### config.mk
export PLATFORM = sky130hd
export DESIGN_NAME = dll_fetch
export DESIGN_NICKNAME = d
export VERILOG_FILES = /design/src/rtl/maria_dma_pkg.sv /design/src/rtl/dll_byte_reader.sv /design/src/rtl/dll_fetch.sv
export SDC_FILE = /design/constraint.sdc
export NUM_CORES = 1
export LEC_CHECK = 0
export BUFFER_PORTS_ARGS = -buffer_cell sky130_fd_sc_hd__buf_2
export CORE_ASPECT_RATIO = 0.75
export CORE_MARGIN = 2
export CORE_UTILIZATION = 45
export DETAILED_ROUTE_END_ITERATION = 16
export PLACE_DENSITY = 0.64
export SYNTH_ARGS = -nofsm -noshare
export SYNTH_HDL_FRONTEND = slang
export SYNTH_SLANG_ARGS = --single-unit
### constraint.sdc
create_clock -name clk_sys -period 2.4 [get_ports clk_sys]
set_input_delay 0.48 -clock clk_sys [delete_from_list [all_inputs] [get_ports clk_sys]]
set_output_delay 0.48 -clock clk_sys [all_outputs]
set_load 0.01 [all_outputs]
### src/rtl/maria_dma_pkg.sv
// rtl/maria_dma_pkg.sv - shared types and constants for the Maria DLL fetch path
package maria_dma_pkg;

    typedef enum logic [2:0] {
        ST_IDLE,
        ST_F0,
        ST_F1,
        ST_F2,
        ST_READY
    } dll_state_t;

    typedef struct packed {
        logic       dli;
        logic [1:0] holey;
        logic       rsvd;
        logic [3:0] offset;
        logic [7:0] dl_hi;
        logic [7:0] dl_lo;
    } dll_entry_t;

    localparam logic [1:0] DEF_DMA_ON_CODE = 2'b10;
    localparam int         DLL_ENTRY_BYTES = 3;

endpackage

### src/rtl/dll_byte_reader.sv
// rtl/dll_byte_reader.sv - single-byte request/acknowledge read engine
module dll_byte_reader (
    input  logic        clk_sys,
    input  logic        reset_n,
    input  logic        start,
    input  logic        abort,
    input  logic [15:0] addr,
    input  logic        mem_ack,
    input  logic [7:0]  mem_data,
    output logic        mem_req,
    output logic [15:0] mem_addr,
    output logic [7:0]  rd_byte,
    output logic        done
);

    // An ack only counts against an outstanding request; mem_req itself stays registered.
    assign done    = mem_req & mem_ack;
    assign rd_byte = mem_data;

    always_ff @(posedge clk_sys or negedge reset_n) begin
        if (!reset_n) begin
            mem_req  <= 1'b0;
            mem_addr <= 16'h0000;
        end else if (start) begin
            mem_req  <= 1'b1;
            mem_addr <= addr;
        end else if (abort || done) begin
            mem_req  <= 1'b0;
        end
    end

endmodule

### src/rtl/dll_fetch.sv
// rtl/dll_fetch.sv - Maria display-list-list walker; DLL_PREFETCH_EN enables shadow-entry prefetch
module dll_fetch
    import maria_dma_pkg::*;
#(
    parameter int         ZONE_LIMIT  = 256,
    parameter logic [1:0] DMA_ON_CODE = DEF_DMA_ON_CODE
) (
    input  logic        clk_sys,
    input  logic        reset_n,
    input  logic [7:0]  ctrl,
    input  logic [15:0] zp,
    input  logic        frame_start,
    input  logic        line_start,
    output logic        mem_req,
    output logic [15:0] mem_addr,
    input  logic        mem_ack,
    input  logic [7:0]  mem_data,
    output logic [15:0] dl_ptr,
    output logic [3:0]  dl_offset,
    output logic [1:0]  dl_holey,
    output logic        dl_valid,
    output logic        dli,
    output logic        busy
);

`ifdef DLL_PREFETCH_EN
    localparam bit PREFETCH = 1'b1;
`else
    localparam bit PREFETCH = 1'b0;
`endif

    localparam int CW = $clog2(ZONE_LIMIT + 1);

    dll_state_t    state;
    logic [15:0]   dll_ptr;
    logic [CW-1:0] zone_cnt;
    logic          line_pending;
    logic          cur_dli;
    logic [7:0]    b0;
    logic [7:0]    b1;

    logic          pf_active;
    logic [1:0]    pf_idx;
    logic [15:0]   pf_base;
    logic          sh_valid;
    logic [15:0]   sh_ptr;
    logic [3:0]    sh_offset;
    logic [1:0]    sh_holey;
    logic          sh_dli;

    logic          rd_start;
    logic [15:0]   rd_addr;
    logic [7:0]    rd_byte;
    logic          rd_done;

    logic          dma_on;
    logic [15:0]   next_ptr;
    dll_entry_t    entry;
    logic          pend_now;
    logic          load_zero;
    logic          can_fetch;
    logic          cnt_next_ok;
    logic          pf_fin;
    logic          sh_ready;
    logic          pf_next_ok;
    logic [15:0]   pf_addr;
    logic [15:0]   swap_ptr;
    logic [3:0]    swap_ofs;
    logic [1:0]    swap_holey;
    logic          swap_dli;
    logic          unused_bits;

    // Only ctrl[6:5] and the documented entry fields matter; the rest is deliberately ignored.
    assign unused_bits = ^{ctrl[7], ctrl[4:0], entry.rsvd, DLL_ENTRY_BYTES[0]};

    assign dma_on      = (ctrl[6:5] == DMA_ON_CODE);
    assign next_ptr    = dll_ptr + 16'd1;
    assign entry       = {b0, b1, rd_byte};
    assign pend_now    = line_pending | line_start;
    assign load_zero   = (entry.offset == 4'd0) || (pend_now && entry.offset == 4'd1);
    assign can_fetch   = int'(zone_cnt) < ZONE_LIMIT;
    assign cnt_next_ok = (int'(zone_cnt) + 1) < ZONE_LIMIT;
    assign busy        = (state == ST_F0) || (state == ST_F1) || (state == ST_F2);

    // A prefetch finishing on the very cycle of the zone boundary is usable immediately.
    assign pf_fin      = PREFETCH && (state == ST_READY) && pf_active && rd_done && (pf_idx == 2'd2);
    assign sh_ready    = sh_valid | pf_fin;
    assign pf_next_ok  = (int'(zone_cnt) + (pf_fin ? 1 : 0)) < ZONE_LIMIT;
    assign pf_addr     = pf_fin ? next_ptr : dll_ptr;
    assign swap_ptr    = sh_valid ? sh_ptr    : {entry.dl_hi, entry.dl_lo};
    assign swap_ofs    = sh_valid ? sh_offset : entry.offset;
    assign swap_holey  = sh_valid ? sh_holey  : entry.holey;
    assign swap_dli    = sh_valid ? sh_dli    : entry.dli;

    always_comb begin
        rd_start = 1'b0;
        rd_addr  = dll_ptr;
        if (dma_on) begin
            if (frame_start) begin
                rd_start = 1'b1;
                rd_addr  = zp;
            end else begin
                case (state)
                    ST_F0, ST_F1: begin
                        if (rd_done) begin
                            rd_start = 1'b1;
                            rd_addr  = next_ptr;
                        end
                    end
                    ST_F2: begin
                        if (rd_done && cnt_next_ok &&
                            (PREFETCH || (pend_now && entry.offset == 4'd0))) begin
                            rd_start = 1'b1;
                            rd_addr  = next_ptr;
                        end
                    end
                    ST_READY: begin
                        if (PREFETCH && pf_active && rd_done && pf_idx != 2'd2) begin
                            rd_start = 1'b1;
                            rd_addr  = next_ptr;
                        end
                        if (line_start && dl_offset == 4'd0) begin
                            if (PREFETCH && sh_ready) begin
                                rd_start = pf_next_ok;
                                rd_addr  = pf_addr;
                            end else if (PREFETCH && pf_active) begin
                                rd_start = 1'b1;
                                rd_addr  = pf_base;
                            end else if (can_fetch) begin
                                rd_start = 1'b1;
                                rd_addr  = dll_ptr;
                            end
                        end
                    end
                    default: ;
                endcase
            end
        end
    end

    dll_byte_reader u_reader (
        .clk_sys  (clk_sys),
        .reset_n  (reset_n),
        .start    (rd_start),
        .abort    (!dma_on),
        .addr     (rd_addr),
        .mem_ack  (mem_ack),
        .mem_data (mem_data),
        .mem_req  (mem_req),
        .mem_addr (mem_addr),
        .rd_byte  (rd_byte),
        .done     (rd_done)
    );

    always_ff @(posedge clk_sys or negedge reset_n) begin
        if (!reset_n) begin
            state        <= ST_IDLE;
            dll_ptr      <= 16'h0000;
            zone_cnt     <= '0;
            line_pending <= 1'b0;
            cur_dli      <= 1'b0;
            b0           <= 8'h00;
            b1           <= 8'h00;
            dl_ptr       <= 16'h0000;
            dl_offset    <= 4'd0;
            dl_holey     <= 2'd0;
            dl_valid     <= 1'b0;
            dli          <= 1'b0;
            pf_active    <= 1'b0;
            pf_idx       <= 2'd0;
            pf_base      <= 16'h0000;
            sh_valid     <= 1'b0;
            sh_ptr       <= 16'h0000;
            sh_offset    <= 4'd0;
            sh_holey     <= 2'd0;
            sh_dli       <= 1'b0;
        end else begin
            dli <= 1'b0;
            if (!dma_on) begin
                state        <= ST_IDLE;
                dl_valid     <= 1'b0;
                line_pending <= 1'b0;
                pf_active    <= 1'b0;
                sh_valid     <= 1'b0;
            end else if (frame_start) begin
                state        <= ST_F0;
                dll_ptr      <= zp;
                zone_cnt     <= '0;
                dl_valid     <= 1'b0;
                line_pending <= 1'b0;
                pf_active    <= 1'b0;
                sh_valid     <= 1'b0;
            end else begin
                case (state)
                    ST_F0: begin
                        if (line_start) line_pending <= 1'b1;
                        if (rd_done) begin
                            b0      <= rd_byte;
                            dll_ptr <= next_ptr;
                            state   <= ST_F1;
                        end
                    end
                    ST_F1: begin
                        if (line_start) line_pending <= 1'b1;
                        if (rd_done) begin
                            b1      <= rd_byte;
                            dll_ptr <= next_ptr;
                            state   <= ST_F2;
                        end
                    end
                    ST_F2: begin
                        if (line_start) line_pending <= 1'b1;
                        if (rd_done) begin
                            dll_ptr      <= next_ptr;
                            pf_base      <= next_ptr;
                            zone_cnt     <= zone_cnt + CW'(1);
                            line_pending <= 1'b0;
                            dl_ptr       <= {entry.dl_hi, entry.dl_lo};
                            dl_holey     <= entry.holey;
                            cur_dli      <= entry.dli;
                            dli          <= entry.dli && load_zero;
                            // A line that began mid-fetch consumes one line of the new entry.
                            if (pend_now && entry.offset == 4'd0) begin
                                dl_offset <= 4'd0;
                                dl_valid  <= 1'b0;
                                state     <= cnt_next_ok ? ST_F0 : ST_IDLE;
                            end else begin
                                dl_offset <= pend_now ? entry.offset - 4'd1 : entry.offset;
                                dl_valid  <= 1'b1;
                                state     <= ST_READY;
                                pf_active <= PREFETCH && cnt_next_ok;
                                pf_idx    <= 2'd0;
                            end
                        end
                    end
                    ST_READY: begin
                        if (PREFETCH && pf_active && rd_done) begin
                            dll_ptr <= next_ptr;
                            pf_idx  <= pf_idx + 2'd1;
                            if (pf_idx == 2'd0) begin
                                b0 <= rd_byte;
                            end else if (pf_idx == 2'd1) begin
                                b1 <= rd_byte;
                            end else begin
                                sh_ptr    <= {entry.dl_hi, entry.dl_lo};
                                sh_offset <= entry.offset;
                                sh_holey  <= entry.holey;
                                sh_dli    <= entry.dli;
                                sh_valid  <= 1'b1;
                                pf_active <= 1'b0;
                                zone_cnt  <= zone_cnt + CW'(1);
                            end
                        end
                        if (line_start) begin
                            if (dl_offset != 4'd0) begin
                                dl_offset <= dl_offset - 4'd1;
                                dli       <= cur_dli && (dl_offset == 4'd1);
                            end else if (PREFETCH && sh_ready) begin
                                dl_ptr    <= swap_ptr;
                                dl_offset <= swap_ofs;
                                dl_holey  <= swap_holey;
                                cur_dli   <= swap_dli;
                                dli       <= swap_dli && (swap_ofs == 4'd0);
                                sh_valid  <= 1'b0;
                                pf_active <= pf_next_ok;
                                pf_idx    <= 2'd0;
                                pf_base   <= pf_addr;
                            end else if (PREFETCH && pf_active) begin
                                // Shadow not ready yet: restart the entry as a normal fetch.
                                dl_valid  <= 1'b0;
                                dll_ptr   <= pf_base;
                                pf_active <= 1'b0;
                                state     <= ST_F0;
                            end else begin
                                dl_valid  <= 1'b0;
                                state     <= can_fetch ? ST_F0 : ST_IDLE;
                            end
                        end
                    end
                    default: ;
                endcase
            end
        end
    end

endmodule

# == Word-level counts from Yosys, hierarchy flattened ==
# Cells that the tools add are included.
# word_totals
regBits,87
wordCells,126
# op_classes
addsub,5
n_lt_le_gt_ge,2
eq_ne,18
muxes,54
n_bitwise,3
reduce_logical,30
# op_table
op,n
2-to-1 mux 16 bit,6
case mux 16 bit (2 select lines),1
2-to-1 mux 9 bit,3
2-to-1 mux 1 bit,25
2-to-1 mux 3 bit,8
2-to-1 mux 4 bit,5
inequality test 4 bit (second input constant),5
adder 16 x 1 -> 16 bit (second input constant),1
AND reduction 4 bit,4
case mux 3 bit (4 select lines),1
AND reduction 6 bit,2
adder 9 x 1 -> 10 bit (second input constant),1
less-than comparator 10 x 9 -> 1 bit (second input constant),1
nonzero test 2 bit,5
adder 9 x 1 -> 9 bit (second input constant),1
less-than comparator 9 bit (second input constant),1
equality test 4 x 1 -> 1 bit (second input constant),2
zero test 4 bit,2
case mux 4 bit (2 select lines),1
subtractor 4 x 1 -> 4 bit (second input constant),2
logical AND 1 bit,7
equality test 3 x 2 -> 1 bit (second input constant),2
inequality test 2 bit (second input constant),3
inequality test 6 x 2 -> 1 bit (second input constant),1
other kinds (17),22

# == Logic depth before layout (Yosys ltp) ==
# logic_depth
word_depth,9
ltp_mapped,10
depth_no_buf,7

# == Modules after synthesis ==
# A second synthesis with hierarchy kept.
# unflattened
hier_cells,556
area_unflattened_um2,5391.4
# by_module_without_submodules
mod,instances,cells_each,area_each_um2,seq_area_each_um2
dll_fetch,1,510,4640.7,1726.7
dll_byte_reader,1,46,750.7,425.4

# == Worst setup path before layout ==
# OpenSTA, ideal clock, no wires.
# synth_path
kind,reg2reg
startpoint,register zone_cnt[0]
endpoint,register u_reader.mem_addr[9]
setup_time_ps,120
t_arrival_ps,1970
setup_slack_ps,310
path_stages_with_launch,11
n_path_buf,3
cell_sequence,dfrtp_1 > ha_1 > and4_1 > buf_6 > and4_1 > buf_6 > o21ai_2 > buf_4 > a31oi_1 > xor2_1 > a31o_2
# synth_via
elab_chain_len,8
elab_cells_between_ends,15
cone_classes,add/sub (1); order compare (2); mux (10); reduce/logical (2)
# synth_rtl
element,line,text
start: declaration,dll_fetch.sv:36,logic [CW-1:0] zone_cnt;
start signal: assignment,dll_fetch.sv:216,zone_cnt <= zone_cnt + CW'(1);
start signal: assignment,dll_fetch.sv:251,zone_cnt <= zone_cnt + CW'(1);
adder 9 x 1 -> 10 bit,dll_fetch.sv:82,assign cnt_next_ok = (int'(zone_cnt) + 1) < ZONE_LIMIT;
less-than comparator 10 x 9 -> 1 bit,dll_fetch.sv:82,
logical AND 1 bit (2 in series),dll_fetch.sv:111,if (rd_done && cnt_next_ok &&
2-to-1 mux 1 bit or 2-to-1 mux 16 bit (tied branches),dll_fetch.sv:111,
case mux 1 bit (3 select lines) or case mux 16 bit (2 select lines) (tied branches),dll_fetch.sv:103,case (state)
2-to-1 mux 1 bit or 2-to-1 mux 16 bit (tied branches),dll_fetch.sv:99,if (frame_start) begin
2-to-1 mux 1 bit or 2-to-1 mux 16 bit (tied branches),dll_fetch.sv:98,if (dma_on) begin
end signal: assignment,dll_byte_reader.sv:26,mem_addr <= addr;
end: declaration,dll_byte_reader.sv:11,"output logic [15:0] mem_addr,"
# Parallel ways exist; a longest one is shown, timed or not.
# A chain may end at the register's enable or synchronous reset.

# == Worst setup path after layout ==
# layout_path
startpoint,register zone_cnt[1]
endpoint,register u_reader.mem_addr[2]
# The elaborated chain is that of the path after synthesis.

==> impl_metrics.env <==
export IMPL_status="finished clean"
export IMPL_grt_max_degree=45
export IMPL_drtPass1Iterations=7
export IMPL_path_class="register to register"
export IMPL_num_rows=33
export IMPL_startpoint_type="register"
export IMPL_antenna_left=0
export IMPL_netlist_area_um2=5030
export IMPL_yosysTopAreaCell="dfrtp_1"
export IMPL_gp_congestion=0.952
export IMPL_ys_async_sr_fraction_pct=100
export IMPL_drt_iter0_markers=365
export IMPL_synth_edf_count=0
export IMPL_hold_viol_final=0
export IMPL_preCtsSetupSlack_ns=0.0335
export IMPL_total_power_mw=3.69
export IMPL_synth_top_cell_area_share_pct=42.8
export IMPL_grt_pass1_vias=4243
export IMPL_timing_fmax_mhz=432
export IMPL_synth_ff_type="dfrtp_1"
export IMPL_cts_tree="yes"
export IMPL_syn_num_nets=572
export IMPL_synthCells=527
export IMPL_fin_cells=753
export IMPL_synth_area_leaders="dfrtp_1 43%, mux2_2 7.8%, a21oi_1 4.6%"
export IMPL_cts_sinks=86
export IMPL_finalNetCount=653
export IMPL_grt_usage_pct=23.5
export IMPL_worst_pin_slew_ns=0.635
export IMPL_crit_fanout=7
export IMPL_dieWidth_um=126
export IMPL_routed_wl_um=14000
export IMPL_rsz0062_at_grt="false"
export IMPL_cts_made_buffers=9
export IMPL_fill_cells=986
export IMPL_clk_pin_slew_ns=0.07
export IMPL_dp_cells=736
export IMPL_final_cell_mix="86 x dfrtp_1, 71 x buf_2, 46 x a21oi_1"
export IMPL_drive_gt1_share_pct=29.0
export IMPL_irDropWorstVdd_v=0.000344
export IMPL_grt_pass1_wl_um=22200
export IMPL_min_period_over_period_pct=96.4
export IMPL_synth_ff_latch_count=86
export IMPL_yosysUniqueCellTypes=68
export IMPL_clockRootBuffer="clkbuf_16"
export IMPL_p_leak_nw=2.69
export IMPL_htree_levels=3
export IMPL_drv_cap=0
export IMPL_synth_warning_count=0
export IMPL_portBuffers=72
export IMPL_start_util_pct=46.2
export IMPL_ys_seq_area_share_pct=42.8
export IMPL_overflow=0
export IMPL_coreArea_um2=10900
export IMPL_cts_hold_buf=0
export IMPL_grt_antenna_before_repair=0
export IMPL_cp_end_kind="register"
export IMPL_drc_errors=0
export IMPL_dr_total_vias=4534
export IMPL_skew_ns=0.00959
export IMPL_wl_per_cell_um=18.6
export IMPL_setup_viol=0
export IMPL_setup_tns_final_ns=0
export IMPL_io_pins=79
export IMPL_slew_headroom_pct=57.4
export IMPL_detail_route_vias_per_cell=6.02
export IMPL_num_antenna_cells=0
export IMPL_dp_hpwl_um=9980
export IMPL_final_common_cell="dfrtp_1"
export IMPL_powerDensity_nw_per_um2=614
export IMPL_worst_hold_path_type="primary input to async pin"
export IMPL_cp_data_arrival_time_ns=2.58
export IMPL_fin_ws_ns=0.0873
export IMPL_clock_path_buffers=2
export IMPL_worstPathRequired_ns=2.66
export IMPL_die_h_um=95.6
export IMPL_maxSlewViolCount=0
export IMPL_syn_to_final_growth_pct=19.6
export IMPL_die_area_um2=12100
export IMPL_clock_latency_ns=0.35
export IMPL_layout_min_cycle_time_ns=2.31
export IMPL_postSynthAreaPerCell_um2=9.55
export IMPL_timing_hold_ws_ns=0.0888
## layer usage
layer  track usage [%]  share of wire, %
met1              35.1                48
met2              35.1                43
met5                 0                 0
met4              5.68               1.4
met3              4.55               7.7
## where the power goes
| part | total [mW] | internal [mW] | leakage [nW] | switching, mW |
|---|---|---|---|---|
| clock | 1.45 | 0.751 | 0.153 | 0.695 |
| sequential | 1.67 | 1.55 | 1.12 | 0.118 |
| combinational | 0.575 | 0.252 | 1.42 | 0.324 |
## what timing repair did
item / in CTS / in global routing
setup buffers: 0 / 1
endpoints found under the hold margin: 0 / 0
gates resized for setup: 0 / 4
setup endpoints to repair: 0 / 3
## Yosys cell counts (5+ instances only)
cell,n
nor3_1,14
mux2_2,35
o21ai_0,27
a221o_1,5
o22ai_1,10
a21oi_1,46
a31oi_1,12
nor4_1,5
clkbuf_1,22
nand2_1,33
nand4_1,6
xnor2_1,10
ha_1,8
nand3_1,12
or3_1,12
nor2_1,42
o211ai_1,13
and4_1,5
buf_4,5
inv_1,16
buf_2,9
a311oi_1,6
xor2_1,7
dfrtp_1,86
## worst max-delay path, cell delays in order (launching register included)
cell      delay (ns)
dfrtp_1         0.38
ha_1            0.19
and4_4          0.26
and4_2          0.29
buf_4           0.19
o21a_4          0.21
o21bai_1        0.09
a2111o_1        0.43
a31oi_1         0.20
## registers in the layout (all words and copies together), names as in the netlist
signal             count
b0                     7
b1                     8
cur_dli                1
dl_holey               2
dl_offset              4
dl_ptr                16
dl_valid               1
dli                    1
dll_ptr               16
line_pending           1
state                  3
u_reader.mem_addr     16
u_reader.mem_req       1
zone_cnt               9
## final timing paths
check	from	to	slack [ns]	depth (start not counted)
worst max-delay path	zone_cnt[1]$_DFFE_PN0P_	u_reader.mem_addr[2]$_DFFE_PN0P_	0.09	8
worst min-delay path	reset_n	dl_ptr[12]$_DFFE_PN0P_	0.09	2
worst max register to register	zone_cnt[1]$_DFFE_PN0P_	u_reader.mem_addr[2]$_DFFE_PN0P_	0.09	8
worst min register to register	dl_ptr[3]$_DFFE_PN0P_	dl_ptr[3]$_DFFE_PN0P_	0.50	1
max in group asynchronous	reset_n	u_reader.mem_req$_DFFE_PN0P_	1.76	2
min in group clk_sys	mem_data[4]	b1[4]$_DFFE_PN0P_	0.38	2
## through the flow
step,cell area (um2),util (%)
2_1_floorplan,5030,-
3_3_place_gp,5690,52.2
3_5_place_dp,5690,52.2
4_1_cts,6000,55.0
5_1_grt,6020,55.2
6_report,6020,55.2
## kinds of logic (layout without fill, tap and decap cells)
group	Yosys count	in the layout	synth area share, %
flops	86	86	42.8
fa+ha+maj	9	9	2.19
xor+xnor	17	17	2.96
buf+inv	56	142	5.24
mux	38	38	8.43
compound gates	170	170	22.5
simple gates	151	151	15.9
## final cells by class
class                           instances  area (um2)  share of cell area, %
Multi-Input combinational cell        385        2630                   43.7
Inverter                               16        60.1                  0.998
Timing Repair Buffer                  110         686                   11.4
Clock inverter                          7        88.8                   1.48
Tap cell                              140         175                   2.91
Clock buffer                            9         225                   3.74
Sequential cell                        86        2150                   35.8
(Power assumes the default switching activity.)
